File: config.mk
export PLATFORM = sky130hd
export DESIGN_NAME = mips_mem_arbiter
export DESIGN_NICKNAME = d
export VERILOG_FILES = /design/src/rtl/mips_mem_arbiter.sv
export SDC_FILE = /design/constraint.sdc
export NUM_CORES = 1
export LEC_CHECK = 0
export ABC_AREA = 1
export CELL_PAD_IN_SITES_DETAIL_PLACEMENT = 0
export CELL_PAD_IN_SITES_GLOBAL_PLACEMENT = 1
export CORE_MARGIN = 5
export CORE_UTILIZATION = 34
export CTS_BUF_LIST = sky130_fd_sc_hd__clkbuf_4
export DETAILED_ROUTE_END_ITERATION = 10
export GPL_TIMING_DRIVEN = 0
export PLACE_DENSITY_LB_ADDON = 0.15
export SLEW_MARGIN = 20
export SYNTH_ARGS = -nofsm -noshare
export SYNTH_HDL_FRONTEND = slang
export SYNTH_SLANG_ARGS = --single-unit
File: constraint.sdc
create_clock -name clk -period 7.96 [get_ports clk]
set_clock_uncertainty 0.15 [all_clocks]
set_input_delay 1.592 -clock clk [delete_from_list [all_inputs] [get_ports clk]]
set_output_delay 1.592 -clock clk [all_outputs]
set_load 0.03 [all_outputs]
File: src/rtl/mips_mem_arbiter.sv
// mips_mem_arbiter: shares one single-port memory between the instruction
// fetch port and the data load/store port. Each transaction runs through
// IDLE -> ACCESS (WAIT_CYCLES+1 cycles) -> DONE (one-cycle done pulse).
// Optional feature: define MEM_ARB_ROUND_ROBIN_EN to break simultaneous
// requests in favour of the port not granted last. Without it, the data
// port always wins a tie.
module mips_mem_arbiter #(
  parameter int ADDR_W      = 32,
  parameter int DATA_W      = 32,
  parameter int WAIT_CYCLES = 1
) (
  input  logic              clk,
  input  logic              rst,
  input  logic              if_req,
  input  logic [ADDR_W-1:0] if_addr,
  output logic              if_done,
  output logic [DATA_W-1:0] if_rdata,
  input  logic              d_req,
  input  logic              d_we,
  input  logic [ADDR_W-1:0] d_addr,
  input  logic [DATA_W-1:0] d_wdata,
  output logic              d_done,
  output logic [DATA_W-1:0] d_rdata,
  output logic [ADDR_W-1:0] mem_addr,
  output logic [DATA_W-1:0] mem_wdata,
  output logic              mem_we,
  input  logic [DATA_W-1:0] mem_rdata,
  output logic              busy,
  output logic              owner
);

  typedef enum logic [1:0] {S_IDLE, S_ACCESS, S_DONE} state_t;

  localparam logic [3:0] WAIT_INIT = 4'(WAIT_CYCLES);

  state_t            state_q, state_d;
  logic [3:0]        cnt_q, cnt_d;
  logic              owner_q, owner_d;
  logic              we_q, we_d;
  logic [ADDR_W-1:0] addr_q, addr_d;
  logic [DATA_W-1:0] wdata_q, wdata_d;
  logic [DATA_W-1:0] if_rdata_q, if_rdata_d;
  logic [DATA_W-1:0] d_rdata_q, d_rdata_d;
  logic              grant_data;

`ifdef MEM_ARB_ROUND_ROBIN_EN
  // last_q: 0 = fetch granted last, 1 = data granted last
  logic last_q, last_d;
  assign grant_data = d_req & (~if_req | ~last_q);
`else
  assign grant_data = d_req;
`endif

  // Next-state logic: arbitration in IDLE, wait countdown and read capture in ACCESS
  always_comb begin
    state_d    = state_q;
    cnt_d      = cnt_q;
    owner_d    = owner_q;
    we_d       = we_q;
    addr_d     = addr_q;
    wdata_d    = wdata_q;
    if_rdata_d = if_rdata_q;
    d_rdata_d  = d_rdata_q;
`ifdef MEM_ARB_ROUND_ROBIN_EN
    last_d     = last_q;
`endif
    case (state_q)
      S_IDLE: begin
        if (if_req | d_req) begin
          state_d = S_ACCESS;
          cnt_d   = WAIT_INIT;
          owner_d = grant_data;
          we_d    = grant_data & d_we;
          addr_d  = grant_data ? d_addr : if_addr;
          wdata_d = grant_data ? d_wdata : '0;
`ifdef MEM_ARB_ROUND_ROBIN_EN
          last_d  = grant_data;
`endif
        end
      end
      S_ACCESS: begin
        if (cnt_q == 4'd0) begin
          state_d = S_DONE;
          // last ACCESS cycle: memory data is valid, capture it for the owner
          if (!owner_q)   if_rdata_d = mem_rdata;
          else if (!we_q) d_rdata_d  = mem_rdata;
        end else begin
          cnt_d = cnt_q - 4'd1;
        end
      end
      S_DONE:  state_d = S_IDLE;
      default: state_d = S_IDLE;
    endcase
  end

  // State and datapath registers; reset aborts any transaction in flight
  always_ff @(posedge clk or posedge rst) begin
    if (rst) begin
      state_q    <= S_IDLE;
      cnt_q      <= '0;
      owner_q    <= 1'b0;
      we_q       <= 1'b0;
      addr_q     <= '0;
      wdata_q    <= '0;
      if_rdata_q <= '0;
      d_rdata_q  <= '0;
    end else begin
      state_q    <= state_d;
      cnt_q      <= cnt_d;
      owner_q    <= owner_d;
      we_q       <= we_d;
      addr_q     <= addr_d;
      wdata_q    <= wdata_d;
      if_rdata_q <= if_rdata_d;
      d_rdata_q  <= d_rdata_d;
    end
  end

`ifdef MEM_ARB_ROUND_ROBIN_EN
  // Last-owner flag starts at fetch so the first tie goes to data
  always_ff @(posedge clk or posedge rst) begin
    if (rst) last_q <= 1'b0;
    else     last_q <= last_d;
  end
`endif

  // Write strobe only in the first ACCESS cycle (counter still at its load value)
  assign mem_we    = (state_q == S_ACCESS) && we_q && (cnt_q == WAIT_INIT);
  assign mem_addr  = addr_q;
  assign mem_wdata = wdata_q;
  assign if_done   = (state_q == S_DONE) && !owner_q;
  assign d_done    = (state_q == S_DONE) &&  owner_q;
  assign if_rdata  = if_rdata_q;
  assign d_rdata   = d_rdata_q;
  assign busy      = (state_q != S_IDLE);
  assign owner     = owner_q;

endmodule

Word level (Yosys, flattened, before mapping)
Cells that the tools add are included.

Add/subtract/negate cells: 1. Eq/ne operators: 6. Multiplexer cells: 8. Bitwise gates (word level): 4. Reduce and logical (&&, ||, !) cells: 14.

Operators with widths (number): $mux W32 (2); $mux W4 (2); $pmux W4 S2 (1); $ne A2 B2 Y1 const B (3); $reduce_and A3 Y1 (2); $eq A4 B1 Y1 const B (1); $logic_and A1 B1 Y1 (4); $logic_not A4 Y1 (1); $mux W2 (2); $pmux W2 S2 (1); $reduce_and A2 Y1 (2); $reduce_and A4 Y1 (1); $reduce_bool A2 Y1 (2); $sub A4 B1 Y4 const B (1); $eq A2 B1 Y1 const B (1); $eq A2 B2 Y1 const B (1); $logic_not A2 Y1 (1); $not A1 Y1 (2); $and A1 B1 Y1 (1); $logic_not A1 Y1 (1); $or A1 B1 Y1 (1).

Register bits after elaboration: 136. Output and inout port bits: 133. Logic and storage cells: 41.

Longest topological paths before layout
Depth in word-level cells: 3. Mapped depth: 8. Gate-level depth less buffers: 7.

Least setup slack after synthesis
No wires, ideal clock.

Path kind: register -> output. Start: register owner_q (netlist: owner). End: output port d_done. Arrival time: 1.342 ns. Data required time: 6.218 ns. Slack: 4.876 ns. Stages on the path, launching flop included: 3. Path through: dfrtp_1 -> inv_1 -> nor3_1.

Word-level cells in the longest chain between the ends: 1.

Ends and longest elaborated chain: start: declaration (line 38) `logic owner_q, owner_d;`; start signal: assignment (line 110) `owner_q <= owner_d;`; $logic_and A1 B1 Y1 (line 132) `assign d_done = (state_q == S_DONE) && owner_q;`; end: declaration (line 22) `output logic d_done,`.

Every way passes these cells.

Worst setup path in the final report
Start: register state_q[1]. End: output port busy.

Word-level cells in the longest chain between the ends: 1.

Ends and longest elaborated chain: start: declaration (line 36) `state_t state_q, state_d;`; start signal: assignment (line 108) `state_q <= state_d;`; $reduce_bool A2 Y1 (line 135) `assign busy = (state_q != S_IDLE);`; end: declaration (line 28) `output logic busy,`.

Every way passes these cells.

==> results.sh <==
export IMPL_run_status="completed"
export IMPL_p_leak_nw=4.35
export IMPL_intPower_mw=2.11
export IMPL_ctsResizeCount=0
export IMPL_grt_max_degree=101
export IMPL_fin_crit_sh_pct=51.7
export IMPL_grt_setup_unrepaired="false"
export IMPL_drtIter0Drc=178
export IMPL_instances_no_fill=1163
export IMPL_grt_pass1_wl_um=28800
export IMPL_drc=0
export IMPL_cts_setup_buffers=0
export IMPL_clkPwrFrac_pct=11.8
export IMPL_synth_distinct_cells=21
export IMPL_grt_pass1_vias=5557
export IMPL_fin_setup_tns_ns=0
export IMPL_dp_cells=1129
export IMPL_clock_latency_ns=0.53
export IMPL_fmax_mhz=243
export IMPL_clkSlewWorstSetupHoldPaths_ns=0.13
export IMPL_dieArea_sq_um=20100
export IMPL_cts_sinks=136
export IMPL_drv_cap=0
export IMPL_worstPathRequired_ns=6.22
export IMPL_cp_arrival_ns=2.38
export IMPL_syn_avg_cell_area_sq_um=9.25
export IMPL_startpoint_type="register"
export IMPL_finalCoreUtilization_pct=53.3
export IMPL_ant_nets=0
export IMPL_synth_nets=774
export IMPL_h_tree_depth=4
export IMPL_clockBufferDepth=2
export IMPL_grtUsageTotal_pct=18.0
export IMPL_core_area_sq_um=17200
export IMPL_ir_drop_mv=0.202
export IMPL_start_util_pct=34.4
export IMPL_drive_above_1_share_pct=13.2
export IMPL_relSlewSlack_pct=65.9
export IMPL_comb_power_share_pct=57.1
export IMPL_place_port_buffers=264
export IMPL_wl_um=18000
export IMPL_slew_violations=0
export IMPL_antenna_found_initial=1
export IMPL_timing_hold_ws_ns=0.335
export IMPL_powerDensity_nw_per_um2=425
export IMPL_nNetsFinal=1058
export IMPL_netlist_area_sq_um=5910
export IMPL_die_h_um=142
export IMPL_power_share_sequential_pct=31.1
export IMPL_io_pins=266
export IMPL_crit_fanout=10
export IMPL_grt_overflow_total=0
export IMPL_area_growth_pct=54.9
export IMPL_placed_area_sq_um=8870
export IMPL_final_area_sq_um=9160
export IMPL_hpwl_um=13800
export IMPL_ctsHoldBuffers=0
export IMPL_synth_seq_area_share_pct=57.6
export IMPL_holdCritPathClass="reg2reg"
export IMPL_worst_slew_pin_slew_ns=0.512
export IMPL_cts_tree="yes"
export IMPL_cts_made_buffers=17
export IMPL_path_class="reg2out"
export IMPL_p_switching_mw=1.79
export IMPL_ys_warn_count=0
export IMPL_cts_root_buf="clkbuf_4"
export IMPL_core_rowCount=48
export IMPL_switching_share_pct=45.9
export IMPL_routedWlPerCell_um=15.5
export IMPL_vias_per_cell=4.51
export IMPL_die_w_um=142
export IMPL_fin_crit_ns=4.12
export IMPL_ys_seq_elements=136
export IMPL_routabilityCongestion=0.883
export IMPL_setup_viol=0
export IMPL_syn_inst=639
export IMPL_hold_viol=0
export IMPL_vias=5250
export IMPL_firstDrtPassIters=4
export IMPL_endpoint_kind="output pin"
==> cell usage after synthesis <==
cell type	number	area, sq um
nand2_4	2	22.5
ha_1	2	25.0
nand3_1	34	170
buf_2	7	35.0
nor2_8	1	20.0
inv_1	74	278
buf_4	3	22.5
buf_6	12	135
nor2_1	7	26.3
o21ai_0	51	255
nor2_4	2	22.5
buf_1	2	7.51
nor3_1	3	15.0
clkbuf_1	12	45.0
o21ai_1	23	115
nand2_1	203	762
dfrtp_1	136	3400
inv_2	2	7.51
o21ai_2	61	534
a21oi_1	1	5.00
nand4_1	1	6.26
==> worst max-delay path: stages (launching register included) <==
cell	delay (ns)
dfrtp_1	0.48
nor2_4	0.31
clkbuf_1	0.38
inv_1	0.08
clkdlybuf4s50_1	0.60
==> final timing paths <==
| kind | start | to | slack [ns] | cells after the start |
|---|---|---|---|---|
| min in group asynchronous | rst | if_rdata[25] | 1.27 | 2 |
| max | state_q[1] | busy | 3.84 | 4 |
| max in group asynchronous | rst | mem_addr[0] | 5.62 | 3 |
| min reg2reg | mem_wdata[4] | mem_wdata[4] | 0.34 | 2 |
| min | mem_wdata[4] | mem_wdata[4] | 0.34 | 2 |
| max reg2reg | cnt_q[0] | if_rdata[18] | 6.17 | 8 |
==> flip-flops by register name, indices dropped and copies added (netlist names) <==
register,count
mem_wdata,32
state_q,2
owner,1
d_rdata,32
if_rdata,32
cnt_q,4
we_q,1
mem_addr,32
==> cell families (layout without fill, tap and decap cells) <==
| logic type | Yosys count | count (layout) | synth area share [%] |
|---|---|---|---|
| and+or+nand+nor | 253 | 253 | 17.7 |
| AOI/OAI and AO/OA | 136 | 136 | 15.4 |
| buffers and inverters | 112 | 409 | 8.97 |
| DFF | 136 | 136 | 57.6 |
| adders and majority gates | 2 | 2 | 0.423 |
| other | 0 | 2 | 0 |
==> placed cells by master, fill, tap and decap left out, drive strengths merged <==
cell,count
clkdlybuf4s50,264
nand2,205
dfrtp,136
o21ai,135
inv,79
nand3,34
clkbuf,30
buf,25
nor2,10
clkinv,5
clkinvlp,4
nor3,3
diode,2
ha,2
bufinv,2
nand4,1
a21oi,1
==> layout make-up <==
class | count | area (sq um)
Fill cell | 1607 | 8020
Sequential cell | 136 | 3400
Timing Repair Buffer | 265 | 2670
Multi-Input combinational cell | 391 | 1980
Inverter | 76 | 293
Tap cell | 225 | 282
Buffer | 36 | 245
Clock inverter | 14 | 149
Clock buffer | 18 | 135
Antenna cell | 2 | 5.00
==> power groups by stage <==
stage	Combinational, mW	Sequential [mW]	Clock, mW
global route	2.39	1.25	0.508
finish	2.23	1.21	0.458
detailed placement	2.26	1.22	0
global placement	2.23	1.21	0
CTS	2.27	1.21	0.477
floorplan	0.689	1.84	0
==> stage by stage <==
step	worst slack [ns]	power, mW
floorplan	2.58	2.52
global placement	0.658	3.45
detailed placement	4.38	3.49
CTS	3.74	3.96
global route	3.60	4.15
finish	3.84	3.90
==> routing by layer <==
layer / wire length, um / track usage (%) / share of wire, % / vias to the layer above
li1: - / - / - / 2587
met3: 2000 / 8.66 / 11 / 14
met2: 8460 / 29.5 / 47 / 207
met5: 0 / 0 / 0 / -
met4: 192 / 4.24 / 1.1 / 0
met1: 7360 / 21.5 / 41 / 2442
No activity file was read; power rests on OpenSTA's default activity.
